`src/rtl/cart_to_sphere_radius_if.sv`:
```
// Request/result bundle for the Cartesian-to-radius converter.
interface cart_to_sphere_radius_if #(
    parameter int unsigned W = 16
);
    logic                en;
    logic signed [W-1:0] x_in;
    logic signed [W-1:0] y_in;
    logic signed [W-1:0] z_in;
    logic        [W-1:0] radius;
    logic                rdy;
    logic                busy;

    modport master (
        output en, x_in, y_in, z_in,
        input  radius, rdy, busy
    );

    modport slave (
        input  en, x_in, y_in, z_in,
        output radius, rdy, busy
    );
endinterface

```
`src/rtl/cart_to_sphere_radius.sv`:
```
// Multi-cycle r = floor(sqrt(x^2+y^2+z^2)): one shared squarer over three cycles,
// then a W-iteration non-restoring digit-by-digit square root (2 radicand bits/iter).
module cart_to_sphere_radius #(
    parameter int unsigned W = 16
) (
    input logic                      clk,
    input logic                      rst,
    cart_to_sphere_radius_if.slave   io_bus
);
    localparam int unsigned CntW = $clog2(W);

    typedef enum logic [1:0] {StIdle, StSq, StRt} state_e;

    state_e              r_state, w_state_d;
    logic signed [W-1:0] r_x, r_y, r_z, w_x_d, w_y_d, w_z_d;
    logic [2*W-1:0]      r_acc, w_acc_d;
    logic [CntW-1:0]     r_cnt, w_cnt_d;
    logic [W+1:0]        r_rem, w_rem_d;
    logic [W-1:0]        r_root, w_root_d;
    logic [W-1:0]        r_radius, w_radius_d;
    logic                r_rdy, w_rdy_d;

    logic signed [W-1:0]   w_op;
    logic signed [2*W-1:0] w_op_ext;
    logic [2*W-1:0]        w_sq;
    logic [W+1:0]          w_rem_sh, w_qterm, w_rem_nx;
    logic [W-1:0]          w_root_nx;

    // Shared squarer: operand chosen by the SQ-phase counter (x, then y, then z).
    always_comb begin
        w_op = r_x;
        if (r_cnt == CntW'(1)) begin
            w_op = r_y;
        end else if (r_cnt == CntW'(2)) begin
            w_op = r_z;
        end
        w_op_ext = {{W{w_op[W-1]}}, w_op};
        w_sq     = w_op_ext * w_op_ext;
    end

    // One root iteration: acc doubles as radicand shift register, top 2 bits consumed.
    // Sign of the remainder picks subtract (4Q+1) or add (4Q+3).
    always_comb begin
        w_rem_sh  = {r_rem[W-1:0], r_acc[2*W-1 -: 2]};
        w_qterm   = {r_root, r_rem[W+1], 1'b1};
        w_rem_nx  = r_rem[W+1] ? (w_rem_sh + w_qterm) : (w_rem_sh - w_qterm);
        w_root_nx = {r_root[W-2:0], ~w_rem_nx[W+1]};
    end

    // Next-state and datapath updates.
    always_comb begin
        w_state_d  = r_state;
        w_x_d      = r_x;
        w_y_d      = r_y;
        w_z_d      = r_z;
        w_acc_d    = r_acc;
        w_cnt_d    = r_cnt;
        w_rem_d    = r_rem;
        w_root_d   = r_root;
        w_radius_d = r_radius;
        w_rdy_d    = 1'b0;
        unique case (r_state)
            StIdle: begin
                if (io_bus.en) begin
                    w_x_d     = io_bus.x_in;
                    w_y_d     = io_bus.y_in;
                    w_z_d     = io_bus.z_in;
                    w_acc_d   = '0;
                    w_cnt_d   = '0;
                    w_rem_d   = '0;
                    w_root_d  = '0;
                    w_state_d = StSq;
                end
            end
            StSq: begin
                w_acc_d = r_acc + w_sq;
                if (r_cnt == CntW'(2)) begin
                    w_cnt_d   = '0;
                    w_state_d = StRt;
                end else begin
                    w_cnt_d = r_cnt + CntW'(1);
                end
            end
            StRt: begin
                w_rem_d  = w_rem_nx;
                w_root_d = w_root_nx;
                w_acc_d  = {r_acc[2*W-3:0], 2'b00};
                if (r_cnt == CntW'(W - 1)) begin
                    w_radius_d = w_root_nx;
                    w_rdy_d    = 1'b1;
                    w_cnt_d    = '0;
                    w_state_d  = StIdle;
                end else begin
                    w_cnt_d = r_cnt + CntW'(1);
                end
            end
            default: w_state_d = StIdle;
        endcase
    end

    // State and datapath registers with synchronous reset.
    always_ff @(posedge clk) begin
        if (rst) begin
            r_state  <= StIdle;
            r_x      <= '0;
            r_y      <= '0;
            r_z      <= '0;
            r_acc    <= '0;
            r_cnt    <= '0;
            r_rem    <= '0;
            r_root   <= '0;
            r_radius <= '0;
            r_rdy    <= 1'b0;
        end else begin
            r_state  <= w_state_d;
            r_x      <= w_x_d;
            r_y      <= w_y_d;
            r_z      <= w_z_d;
            r_acc    <= w_acc_d;
            r_cnt    <= w_cnt_d;
            r_rem    <= w_rem_d;
            r_root   <= w_root_d;
            r_radius <= w_radius_d;
            r_rdy    <= w_rdy_d;
        end
    end

    assign io_bus.radius = r_radius;
    assign io_bus.rdy    = r_rdy;
    assign io_bus.busy   = (r_state != StIdle);
endmodule
```
`src/flat_wrapper.sv`:
```
// flat-port wrapper written by rule: the top's interface ports become plain ports
module cart_to_sphere_radius_flat 
#(
    parameter int unsigned W = 16
)
  (clk, rst, io_bus_en, io_bus_x_in, io_bus_y_in, io_bus_z_in, io_bus_radius, io_bus_rdy, io_bus_busy);
  cart_to_sphere_radius_if #(.W(W)) io_bus_i ();
  input logic clk;
  input logic rst;
  input wire logic [$bits(io_bus_i.en)-1:0] io_bus_en;
  input wire logic [$bits(io_bus_i.x_in)-1:0] io_bus_x_in;
  input wire logic [$bits(io_bus_i.y_in)-1:0] io_bus_y_in;
  input wire logic [$bits(io_bus_i.z_in)-1:0] io_bus_z_in;
  output wire logic [$bits(io_bus_i.radius)-1:0] io_bus_radius;
  output wire logic [$bits(io_bus_i.rdy)-1:0] io_bus_rdy;
  output wire logic [$bits(io_bus_i.busy)-1:0] io_bus_busy;
  assign io_bus_i.en = io_bus_en;
  assign io_bus_i.x_in = io_bus_x_in;
  assign io_bus_i.y_in = io_bus_y_in;
  assign io_bus_i.z_in = io_bus_z_in;
  assign io_bus_radius = io_bus_i.radius;
  assign io_bus_rdy = io_bus_i.rdy;
  assign io_bus_busy = io_bus_i.busy;
  cart_to_sphere_radius #(.W(W)) u_core (.clk(clk), .rst(rst), .io_bus(io_bus_i));
endmodule
```
`config.mk`:
```
export PLATFORM = sky130hd
export DESIGN_NAME = cart_to_sphere_radius_flat
export DESIGN_NICKNAME = d
export VERILOG_FILES = /design/src/rtl/cart_to_sphere_radius_if.sv /design/src/rtl/cart_to_sphere_radius.sv /design/src/flat_wrapper.sv
export SDC_FILE = /design/constraint.sdc
export NUM_CORES = 1
export LEC_CHECK = 0
export BUFFER_PORTS_ARGS = -buffer_cell sky130_fd_sc_hd__buf_4
export CORE_ASPECT_RATIO = 1.25
export CORE_MARGIN = 2
export CORE_UTILIZATION = 34
export CTS_BUF_LIST = sky130_fd_sc_hd__clkbuf_4 sky130_fd_sc_hd__clkbuf_8
export DETAILED_ROUTE_END_ITERATION = 12
export HOLD_SLACK_MARGIN = 0.05
export PLACE_DENSITY = 0.6
export SYNTH_ARGS = -nofsm -noshare
export SYNTH_HDL_FRONTEND = slang
export SYNTH_SLANG_ARGS = --single-unit
```
`constraint.sdc`:
```
create_clock -name clk -period 8.57 [get_ports clk]
set_clock_uncertainty 0.15 [all_clocks]
set_input_delay 1.714 -clock clk [delete_from_list [all_inputs] [get_ports clk]]
set_output_delay 1.714 -clock clk [all_outputs]
set_load 0.005 [all_outputs]
```
---- Word-level counts from Yosys, hierarchy flattened ----
Index checks and enable logic that the tools add are counted.
word-level totals
  input port bits ......................... 51
  register bits ........................... 137
  logic and storage cells ................. 53
cells by class
  add/subtract/negate cells ............... 4
  multipliers ............................. 1
  bitwise operators ....................... 2
  reduce and logical (&&, ||, !) cells .... 10
  eq/ne operators ......................... 8
  mux-type cells .......................... 18
operators with widths
  cell                   number
  $pmux W32 S3           1
  $mux W16               3
  $mux W18               2
  $pmux W18 S2           1
  $add A32 B32 Y32       1
  $mul A16 B16 Y32       1
  $mux W32               1
  $pmux W16 S2           1
  $add A18 B18 Y18       1
  $sub A18 B18 Y18       1
  $mux W4                3
  $pmux W4 S3            1
  $reduce_and A2 Y1      4
  $mux W2                3
  $pmux W2 S3            1
  $add A4 B1 Y4 const B  1
  $eq A4 B1 Y1 const B   1
  $eq A4 B2 Y1 const B   1
  $eq A4 B4 Y1 const B   1
  $ne A2 B1 Y1 const B   2
  $reduce_bool A2 Y1     2
  $reduce_and A3 Y1      1
  $reduce_bool A3 Y1     1
  $eq A2 B1 Y1 const B   1
  other kinds (6)        7

---- Longest topological paths before layout ----
Gate-level depths: netlist (run 1).
  word-level depth ........................ 6
  gate-level depth with buffers ........... 32
  depth with buffers taken out ............ 30

---- Worst setup path after synthesis (run 1) ----
Ideal clock, no wire load.
  path kind ............................... flip-flop to flip-flop
  start ................................... reg u_core.r_cnt[0]
  end ..................................... reg u_core.r_acc[21]
  data required time ...................... 8.332 ns
  path slack .............................. 1.302 ns
  arrival ................................. 7.030 ns
  stages on the path, launching flop included .. 31
  cell sequence ........................... dfxtp_1 inv_1 ha_1 nor3b_1 buf_4 buf_4 mux2i_1 nor2_1 a21oi_1 inv_1 buf_2 nand2_1 inv_1 fa_1 inv_1 fa_1 fa_1 fa_1 inv_1 fa_1 inv_1 fa_1 inv_1 ha_1 nand4_1 or2_1 o211ai_2 a31o_1 a31oi_1 or3b_1 a311oi_2
between the ends
  word-level cells in the longest chain between the ends .. 6
  elaborated cells between the ends (all ways) .. 7
  classes of those cells .................. add/sub: 1; mul: 1; eq/ne: 2; mux: 3
ends and longest elaborated chain
  what                    line                          source
  start, declared         cart_to_sphere_radius.sv:17   logic [CntW-1:0] r_cnt, w_cnt_d;
  start signal, assigned  cart_to_sphere_radius.sv:120  r_cnt <= w_cnt_d;
  $eq A4 B2 Y1            cart_to_sphere_radius.sv:34   end else if (r_cnt == CntW'(2)) begin
  $mux W16                cart_to_sphere_radius.sv:34
  $mux W16 (*)            cart_to_sphere_radius.sv:32   if (r_cnt == CntW'(1)) begin
  $mul A16 B16 Y32 (*)    cart_to_sphere_radius.sv:38   w_sq = w_op_ext * w_op_ext;
  $add A32 B32 Y32 (*)    cart_to_sphere_radius.sv:76   w_acc_d = r_acc + w_sq;
  $pmux W32 S3 (*)        cart_to_sphere_radius.sv:62   unique case (r_state)
  end signal, assigned    cart_to_sphere_radius.sv:119  r_acc <= w_acc_d;
  end, declared           cart_to_sphere_radius.sv:16   logic [2*W-1:0] r_acc, w_acc_d;
Mark *: on every way between the ends. The rest lies on a longest branch, timed or not.
A chain may end at the register's enable or synchronous reset.

---- Final worst setup path (run 1) ----
  start ................................... reg u_core.r_cnt[0]
  end ..................................... reg u_core.r_acc[30]
Same word-level chain as after synthesis.

==> results.json, run 1 <==
{
  "min_period_ns": 8.04,
  "clk_latency_ns": 0.49,
  "synth-xor-area-share_pct": 3.60,
  "postSynth.asyncResetShare_pct": 0,
  "dpl_worst_slack_ns": 0.445,
  "grt_pass1_vias": 13600,
  "rsz0062_at_grt": "false",
  "ctsHtreeMaxLevel": 4,
  "io_pins": 69,
  "fin_util_pct": 37.6,
  "core-area_um2": 46900,
  "synth_fa_ha_area_share_pct": 42.9,
  "synth_nets": 2276,
  "drive_above_1_share_pct": 8.10,
  "placed_cell_area_um2": 17200,
  "setup_ws_ns": 0.534,
  "power.density_nw_per_um2": 150,
  "p_leak_nw": 8.64,
  "fmax_mhz": 124,
  "die_area_um2": 49000,
  "path_class": "register to register",
  "post-route-period-util_pct": 93.8,
  "die_w_um": 198,
  "synthSimpleGateAreaFrac_pct": 11.9,
  "wl_mm": 41.4,
  "grtUsageMet2_pct": 34.7,
  "status": "completed",
  "dp.cells": 2492,
  "cpMostUsedCell": "fa_1",
  "grt_use_met3_pct": 2.30,
  "cts-root-buf": "clkbuf_8",
  "crit_required_ns": 8.82,
  "finalSetupViolations": 0,
  "dr.pass1.iters": 7,
  "yosysUniqueCellTypes": 68,
  "syn_area_per_cell_um2": 8.76,
  "hpwl_mm": 33.5,
  "hp-class": "register to register",
  "area_growth_pct": 9.83,
  "crit_arrival_ns": 8.29,
  "crit_path_start_kind": "register",
  "synth.area.mux_share_pct": 1.06,
  "cts_tree": "yes",
  "yosysTopAreaCell": "fa_1",
  "hold_viol": 0,
  "worst_pin_slew_ns": 1.22,
  "numPortBuffers": 68,
  "antenna_left": 0,
  "max_stage_delay_ns": 0.52,
  "hold_path_startpoint": "u_core.io_bus.radius[11]",
  "cts.path.max_buffers": 2,
  "grt_overflow_total": 0,
  "syn_area_um2": 16000,
  "finalInstanceArea_um2": 17600,
  "num_vias": 12300,
  "cp-end-kind": "register",
  "antenna_found_initial": 1,
  "cap_violations": 0,
  "rr_startpoint": "u_core.r_cnt[0]",
  "ys_seq_area_share_pct": 17.0,
  "groute.usage.overall_pct": 18.1,
  "start_util_pct": 34.2,
  "gpl.final_weighted_congestion": 0.896,
  "clkTransAtPathRegs_ns": 0.08,
  "first_iter_violations": 665,
  "vias_per_cell": 4.88,
  "cts_resized": 0,
  "crit_start": "u_core.r_cnt[0]",
  "busiest_layer": "met2",
  "synthFlopType": "dfxtp_1",
  "slew_viol_final": 0,
  "synth_compound_area_share_pct": 12.8,
  "synth_warnings": 0,
  "max-vdd-ir-drop_mv": 0.127,
  "cts.sinks": 136,
  "drc": 0,
  "synth.area.top_cells": "fa_1 (33%), dfxtp_1 (17%), ha_1 (10%), inv_1 (8.4%), nand2_1 (5.5%)",
  "use_met1_pct": 19.8,
  "syn_inst": 1832,
  "fin_cells": 2528,
  "cts_buffers": 17,
  "slew_headroom_pct": 18.7,
  "cp_max_fo": 17,
  "synth_top_family_by_area": "adder cells",
  "rows": 89,
  "grt_max_degree": 101,
  "synth_seq_cells": 136,
  "wl_per_cell_um": 16.4,
  "synth_top_area_share_pct": 32.7,
  "fp.dieH_um": 247,
  "grt_pass1_wl_mm": 69.0,
  "slowest_stage": "fa_1",
  "synth-edff-count": 0,
  "fin_tns_setup_ns": 0,
  "final_nets": 2321
}
-- flip-flops by register name, indices dropped and copies added (netlist names) --
name                  flops
u_core.io_bus.radius     16
u_core.r_x               16
u_core.r_y               16
u_core.io_bus.rdy         1
u_core.r_z               16
u_core.r_acc             32
u_core.r_rem             17
u_core.r_cnt              4
u_core.r_root            16
u_core.r_state            2
-- synthesized netlist by cell type, types with 17 or more instances --
cell      count
xnor2_1      50
fa_1        262
inv_1       359
a21o_1       30
ha_1        131
clkbuf_1     45
dfxtp_1     136
nand2_1     233
nor2_1      165
o21ai_0      31
a21oi_1     127
a22oi_1      46
mux2i_1      17
-- layout make-up --
class	count	area, um2
Antenna cell	1	2.50
Tap cell	637	797
Fill cell	4778	29300
Inverter	367	1380
Clock inverter	12	119
Clock buffer	20	269
Timing Repair Buffer	97	728
Multi-Input combinational cell	1258	11600
Sequential cell	136	2720
-- final timing paths --
check                                           endpoint  slack, ns  cells past startpoint
worst max-delay path                    u_core.r_acc[30]       0.53                     28
worst min-delay path            u_core.io_bus.radius[11]       0.31                      2
worst max register to register          u_core.r_acc[30]       0.53                     28
worst min register to register  u_core.io_bus.radius[11]       0.31                      2
-- layout by cell type (no fill, tap or decap), types with 4 or more instances in the layout --
master,instances
nand2b_1,4
a211oi_1,5
clkinv_4,4
o211ai_1,5
a21oi_1,126
a22o_1,5
nand2_1,233
xor2_1,16
o22ai_1,8
nand3_1,14
a21oi_2,5
a31oi_1,4
inv_1,359
o21bai_1,5
nor3_1,9
fa_1,262
ha_1,131
and3_1,8
a21o_1,30
a222oi_1,5
buf_4,97
or3_1,5
clkinv_1,7
xnor2_1,50
nand4_1,5
dfxtp_1,136
a211o_1,4
nor2b_1,5
clkbuf_8,19
a22oi_1,46
mux2i_1,17
a31o_2,4
o21a_1,4
nor2_1,165
o21ai_0,31
-- metal layers --
layer | vias up | wire, um
met4 | 0 | 1560
met5 | - | 0
met1 | 6169 | 15800
met2 | 260 | 22700
li1 | 5848 | -
met3 | 70 | 1350
-- kinds of logic after synthesis --
kind of cell | count (synthesis)
xor gates and xnor gates | 66
and+or+nand+nor | 466
buffers and inverters | 438
DFF | 136
AOI/OAI and AO/OA | 316
adders and majority gates | 393
muxes | 17
-- worst max-delay path: cells and delay by family (launching register included) --
kind,cells,cell delay (ns)
fa+ha+maj,8,3.46
compound gates,7,1.78
buf+inv,7,1.02
simple gates,4,0.79
flops,1,0.43
mux,1,0.16
xor+xnor,1,0.16
-- what timing repair did --
action | 4_1_cts | 5_1_grt
hold buffers | 0 | 0
setup endpoints to repair | 0 | 4
hold endpoints to repair | 0 | 0
setup buffers | 0 | 3
-- where the power goes --
group / switching, mW / internal, mW
Sequential: 0.0310 / 0.669
Combinational: 0.865 / 0.537
Clock: 0.285 / 0.252
Total: 1.18 / 1.46
-- per-stage QoR --
stage	power [mW]	hold slack [ns]
floorplan	1.75	0.279
global placement	2.10	0.292
detailed placement	2.12	0.299
CTS	2.66	0.310
global route	2.88	0.333
finish	2.64	0.308
No activity file was read; power rests on OpenSTA's default activity.
==> run 2: changes to the inputs <==
==> constraint.sdc (replaced) <==
create_clock -name clk -period 8.57 [get_ports clk]
set_clock_uncertainty 0.15 [all_clocks]
set_input_delay 0 -clock clk [delete_from_list [all_inputs] [get_ports clk]]
set_output_delay 0 -clock clk [all_outputs]
set_load 0.005 [all_outputs]
==> run 2 against run 1 <==
Maximum frequency up 0.38%. Die area stayed put. Clock power hardly changed. Global-route usage rose by 0.65 points. Combinational power increased by 4%.
==> results.json, run 2 (same netlist as run 1, synthesis figures left out) <==
{
  "status": "completed",
  "fmax_mhz": 125,
  "layout_common_cells": "inv_1 (359), fa_1 (262), nand2_1 (233), nor2_1 (165), dfxtp_1 (136)",
  "hp-class": "register to register",
  "cts_tree": "yes",
  "wl_per_cell_um": 16.3,
  "hpwl_mm": 33.5,
  "rrSetupSlack_ns": 0.56,
  "rsz0062_at_grt": "false",
  "hold_viol": 0,
  "slew_headroom_pct": 16.9,
  "post-route-period-util_pct": 93.4,
  "max_stage_delay_ns": 0.52,
  "cpMostUsedCell": "fa_1",
  "slowest_stage": "fa_1",
  "die_area_um2": 49000,
  "dr.pass1.iters": 7,
  "fin_cells": 2627,
  "fin_util_pct": 39.7,
  "top_regs": "u_core.r_acc x32, u_core.r_rem x17",
  "fp.dieH_um": 247,
  "start_util_pct": 34.2,
  "top_register": "u_core.r_acc",
  "crit_required_ns": 8.82,
  "clkTransAtPathRegs_ns": 0.08,
  "num_vias": 12900,
  "cts_buffers": 17,
  "die_w_um": 198,
  "power.density_nw_per_um2": 145,
  "slew_viol_final": 0,
  "dp.cells": 2492,
  "path_class": "register to register",
  "final_common_cell": "inv_1",
  "cap_violations": 0,
  "antenna_found_initial": 1,
  "p_leak_nw": 9.16,
  "grt_pass1_vias": 14200,
  "cts.path.max_buffers": 2,
  "largest_reg_flops": 32,
  "cts_resized": 0,
  "wl_mm": 42.9,
  "cts-root-buf": "clkbuf_8",
  "drive_above_1_share_pct": 7.69,
  "numPortBuffers": 68,
  "cp_max_fo": 17,
  "gpl.final_weighted_congestion": 0.896,
  "core-area_um2": 46900,
  "grt_overflow_total": 0,
  "final_nets": 2420,
  "dpl_worst_slack_ns": 0.445,
  "area_growth_pct": 16.0,
  "io_pins": 69,
  "first_iter_violations": 644,
  "cp-end-kind": "register",
  "setup_ws_ns": 0.565,
  "crit_arrival_ns": 8.25,
  "vias_per_cell": 4.89,
  "clk_latency_ns": 0.48,
  "antenna_left": 0,
  "groute.usage.overall_pct": 18.8,
  "finalSetupViolations": 0,
  "rows": 89,
  "cts.sinks": 136,
  "fin_tns_setup_ns": 0,
  "max-vdd-ir-drop_mv": 0.127,
  "ctsHtreeMaxLevel": 4,
  "worst_pin_slew_ns": 1.24,
  "drc": 0,
  "grt_pass1_wl_mm": 71.7,
  "grt_max_degree": 101,
  "crit_path_start_kind": "register",
  "min_period_ns": 8.01
}
==> run 2: repair_timing <==
item / CTS / global route
endpoints found under the setup margin: 0 / 4
hold buffers: 99 / 0
setup buffers: 0 / 3
hold endpoints to repair: 82 / 0
==> run 2: power breakdown <==
part | total (mW) | switching, mW | internal, mW
combinational | 1.46 | 0.878 | 0.581
sequential | 0.700 | 0.0315 | 0.669
clock | 0.536 | 0.284 | 0.252
total | 2.69 | 1.19 | 1.50
==> run 2: final cells by class <==
class | instances | area, um2
Fill cell | 4659 | 28300
Antenna cell | 1 | 2.50
Timing Repair Buffer | 196 | 1720
Clock buffer | 20 | 269
Sequential cell | 136 | 2720
Multi-Input combinational cell | 1258 | 11600
Inverter | 367 | 1380
Tap cell | 637 | 797
Clock inverter | 12 | 119
==> run 2: worst paths after layout <==
| check | startpoint | endpoint | cells after the start |
|---|---|---|---|
| setup reg to reg | u_core.r_cnt[0] | u_core.r_acc[30] | 28 |
| hold / removal | u_core.io_bus.radius[11] | u_core.io_bus.radius[11] | 2 |
| setup / recovery | u_core.r_cnt[0] | u_core.r_acc[30] | 28 |
| hold reg to reg | u_core.io_bus.radius[11] | u_core.io_bus.radius[11] | 2 |
==> run 2: per-stage QoR <==
step / total power [mW] / cell area, um2 / hold slack [ns]
after detailed placement: 2.12 / 17200 / 0.111
after CTS: 2.71 / 18600 / 0.311
final: 2.69 / 18600 / 0.308
after global routing: 2.94 / 18600 / 0.337
after floorplan: 1.75 / 16000 / -0.0140
after global placement: 2.10 / 17200 / 0.107
==> run 2: worst max-delay path, delay by kind of cell, from the launching register on <==
kind | cells | cell delay [ns]
compound gates | 7 | 1.77
mux | 1 | 0.16
simple gates | 4 | 0.78
xor+xnor | 1 | 0.16
fa+ha+maj | 8 | 3.46
flops | 1 | 0.43
buf+inv | 7 | 1.00
==> run 2: metal layers <==
layer	GRT usage (%)	up-vias	wire [um]
met5	0	-	0
met4	9.53	0	2180
met3	2.20	108	1270
met2	35.6	286	23100
met1	20.3	6411	16300
li1	-	6045	-
==> run 3: changes to the inputs <==
Settings changed: CORE_ASPECT_RATIO 1.25 to 0.6, CTS_BUF_LIST sky130_fd_sc_hd__clkbuf_4 sky130_fd_sc_hd__clkbuf_8 to default.
==> run 3 against run 2 <==
Global-route usage down 0.18 points. Flip-flop and latch count unchanged. Via count down 1.6%. Sequential share of layout area up 0.053 points. Register-to-register slack about the same. Largest cell class unchanged. Largest power group unchanged.
==> results.json, run 3 (same netlist as run 1, synthesis figures left out) <==
{
  "fillers": 4532,
  "max-vdd-ir-drop_mv": 0.146,
  "dp.cells": 2484,
  "fp.dieH_um": 172,
  "final_nets": 2388,
  "slew_headroom_pct": 25.3,
  "area_growth_pct": 15.6,
  "switchingPower_mw": 1.31,
  "slowest_stage": "fa_1",
  "cts.sinks": 136,
  "first_iter_violations": 976,
  "hp-class": "input pin to register",
  "p_leak_nw": 9.07,
  "status": "completed",
  "slew_viol_final": 0,
  "cpMostUsedCell": "fa_1",
  "min_to": "u_core.r_y[6]",
  "grt_pass1_wl_mm": 71.4,
  "r2r_end": "u_core.r_acc[30]",
  "crit_required_ns": 8.71,
  "fin_tns_setup_ns": 0,
  "grt_overflow_total": 0,
  "top_register": "u_core.r_acc",
  "top_regs": "u_core.r_acc x32, u_core.r_rem x17",
  "die_w_um": 284,
  "crit_arrival_ns": 8.15,
  "clkTransAtPathRegs_ns": 0.08,
  "grt_pass1_vias": 12900,
  "finalSetupViolations": 0,
  "p_seq_share_pct": 23.6,
  "cp_max_fo": 17,
  "power.internal_mw": 1.65,
  "vias_per_cell": 4.88,
  "rrSetupSlack_ns": 0.56,
  "reg2reg_depth": 28,
  "cts-root-buf": "clkbuf_16",
  "hold_viol": 0,
  "die_area_um2": 49000,
  "p_sw_share_pct": 44.2,
  "drc": 0,
  "post-route-period-util_pct": 93.5,
  "antenna_found_initial": 0,
  "final_common_cell": "inv_1",
  "cts.path.max_buffers": 2,
  "clk_latency_ns": 0.45,
  "gpl.final_weighted_congestion": 1.02,
  "groute.usage.overall_pct": 18.6,
  "crit_start": "u_core.r_cnt[0]",
  "min_period_ns": 8.01,
  "antenna_left": 0,
  "cp-end-kind": "register",
  "drive_above_1_share_pct": 7.72,
  "grt_max_degree": 71,
  "hold_path_startpoint": "io_bus_y_in[6]",
  "ctsHtreeMaxLevel": 4,
  "rr_startpoint": "u_core.r_cnt[0]",
  "fin_cells": 2588,
  "worst_pin_slew_ns": 1.12,
  "layout_common_cells": "inv_1 (359), fa_1 (262), nand2_1 (233), nor2_1 (165), dfxtp_1 (136)",
  "dr.pass1.iters": 6,
  "cap_violations": 0,
  "wl_per_cell_um": 16.8,
  "holdPathStages": 4,
  "fmax_mhz": 125,
  "start_util_pct": 34.5,
  "power_frac_clock_pct": 25.7,
  "comb_power_share_pct": 50.7,
  "rows": 61,
  "cts_buffers": 17,
  "io_pins": 69,
  "cts_tree": "yes",
  "power.density_nw_per_um2": 159,
  "crit_path_start_kind": "register",
  "path_class": "register to register",
  "numPortBuffers": 68,
  "num_vias": 12600,
  "rsz0062_at_grt": "false",
  "core-area_um2": 46500,
  "wl_mm": 43.5,
  "hpwl_mm": 35.1,
  "max_stage_delay_ns": 0.59,
  "largest_reg_flops": 32
}
run 3: cell types whose count changed in the layout (fill, tap and decap cells not counted), sizes merged:
| cell | change |
|---|---|
| dlygate4sd3 | -28 |
| buf | -4 |
| clkbuf | -3 |
| clkinv | +2 |
| inv | +2 |
| bufinv | -1 |
run 3: layout make-up:
class / count / area (um2) / share of cell area (%)
Multi-Input combinational cell: 1258 / 11600 / 62.6
Tap cell: 630 / 788 / 4.25
Clock inverter: 15 / 199 / 1.07
Timing Repair Buffer: 164 / 1410 / 7.60
Clock buffer: 17 / 425 / 2.29
Sequential cell: 136 / 2720 / 14.7
Antenna cell: 1 / 2.50 / 0.0135
Inverter: 367 / 1390 / 7.47
run 3: metrics by stage:
stage	util, %	area, um2	power (mW)	setup WS (ns)	hold slack [ns]
final	39.9	18500	2.95	0.560	0.206
after floorplan	-	16000	1.75	1.30	-0.0140
after global routing	39.9	18500	3.19	0.0212	0.212
after detailed placement	37.0	17200	2.14	0.493	0.110
after CTS	39.9	18500	2.96	0.464	0.186
after global placement	37.0	17200	2.14	0.609	0.0991
run 3: critical path: cells and delay by family, from the launching register on:
kind | cells | cell delay, ns
xor+xnor | 1 | 0.17
flops | 1 | 0.42
simple gates | 4 | 0.63
buf+inv | 7 | 0.98
fa+ha+maj | 8 | 3.52
mux | 1 | 0.15
compound gates | 7 | 1.84
run 3: power groups by stage:
stage | registers [mW] | clock network [mW] | logic, mW
finish | 0.698 | 0.758 | 1.50
global route | 0.702 | 0.801 | 1.68
CTS | 0.697 | 0.773 | 1.49
detailed placement | 0.712 | 0 | 1.43
global placement | 0.711 | 0 | 1.43
floorplan | 0.700 | 0 | 1.05
run 3: worst max path at each step:
stage	to	slack, ns	depth (start not counted)
finish	u_core.r_acc[30]	0.56	28
global route	u_core.r_acc[30]	0.02	28
CTS	u_core.r_acc[29]	0.46	26
detailed placement	u_core.r_acc[29]	0.49	27
global placement	u_core.r_acc[29]	0.61	27
floorplan	u_core.r_acc[21]	1.30	30
run 3: layer usage:
metal  global-route usage [%]  share of wire [%]
met3                     6.40                9.7
met1                     28.4                 51
met5                        0                  0
met4                     2.79               0.81
met2                     25.2                 39
run 3: timing repair:
item | 4_1_cts | 5_1_grt
hold buffers | 71 | 0
setup buffers | 0 | 0
endpoints found under the hold margin | 107 | 0
resized for setup | 0 | 3
setup endpoints to repair | 0 | 7
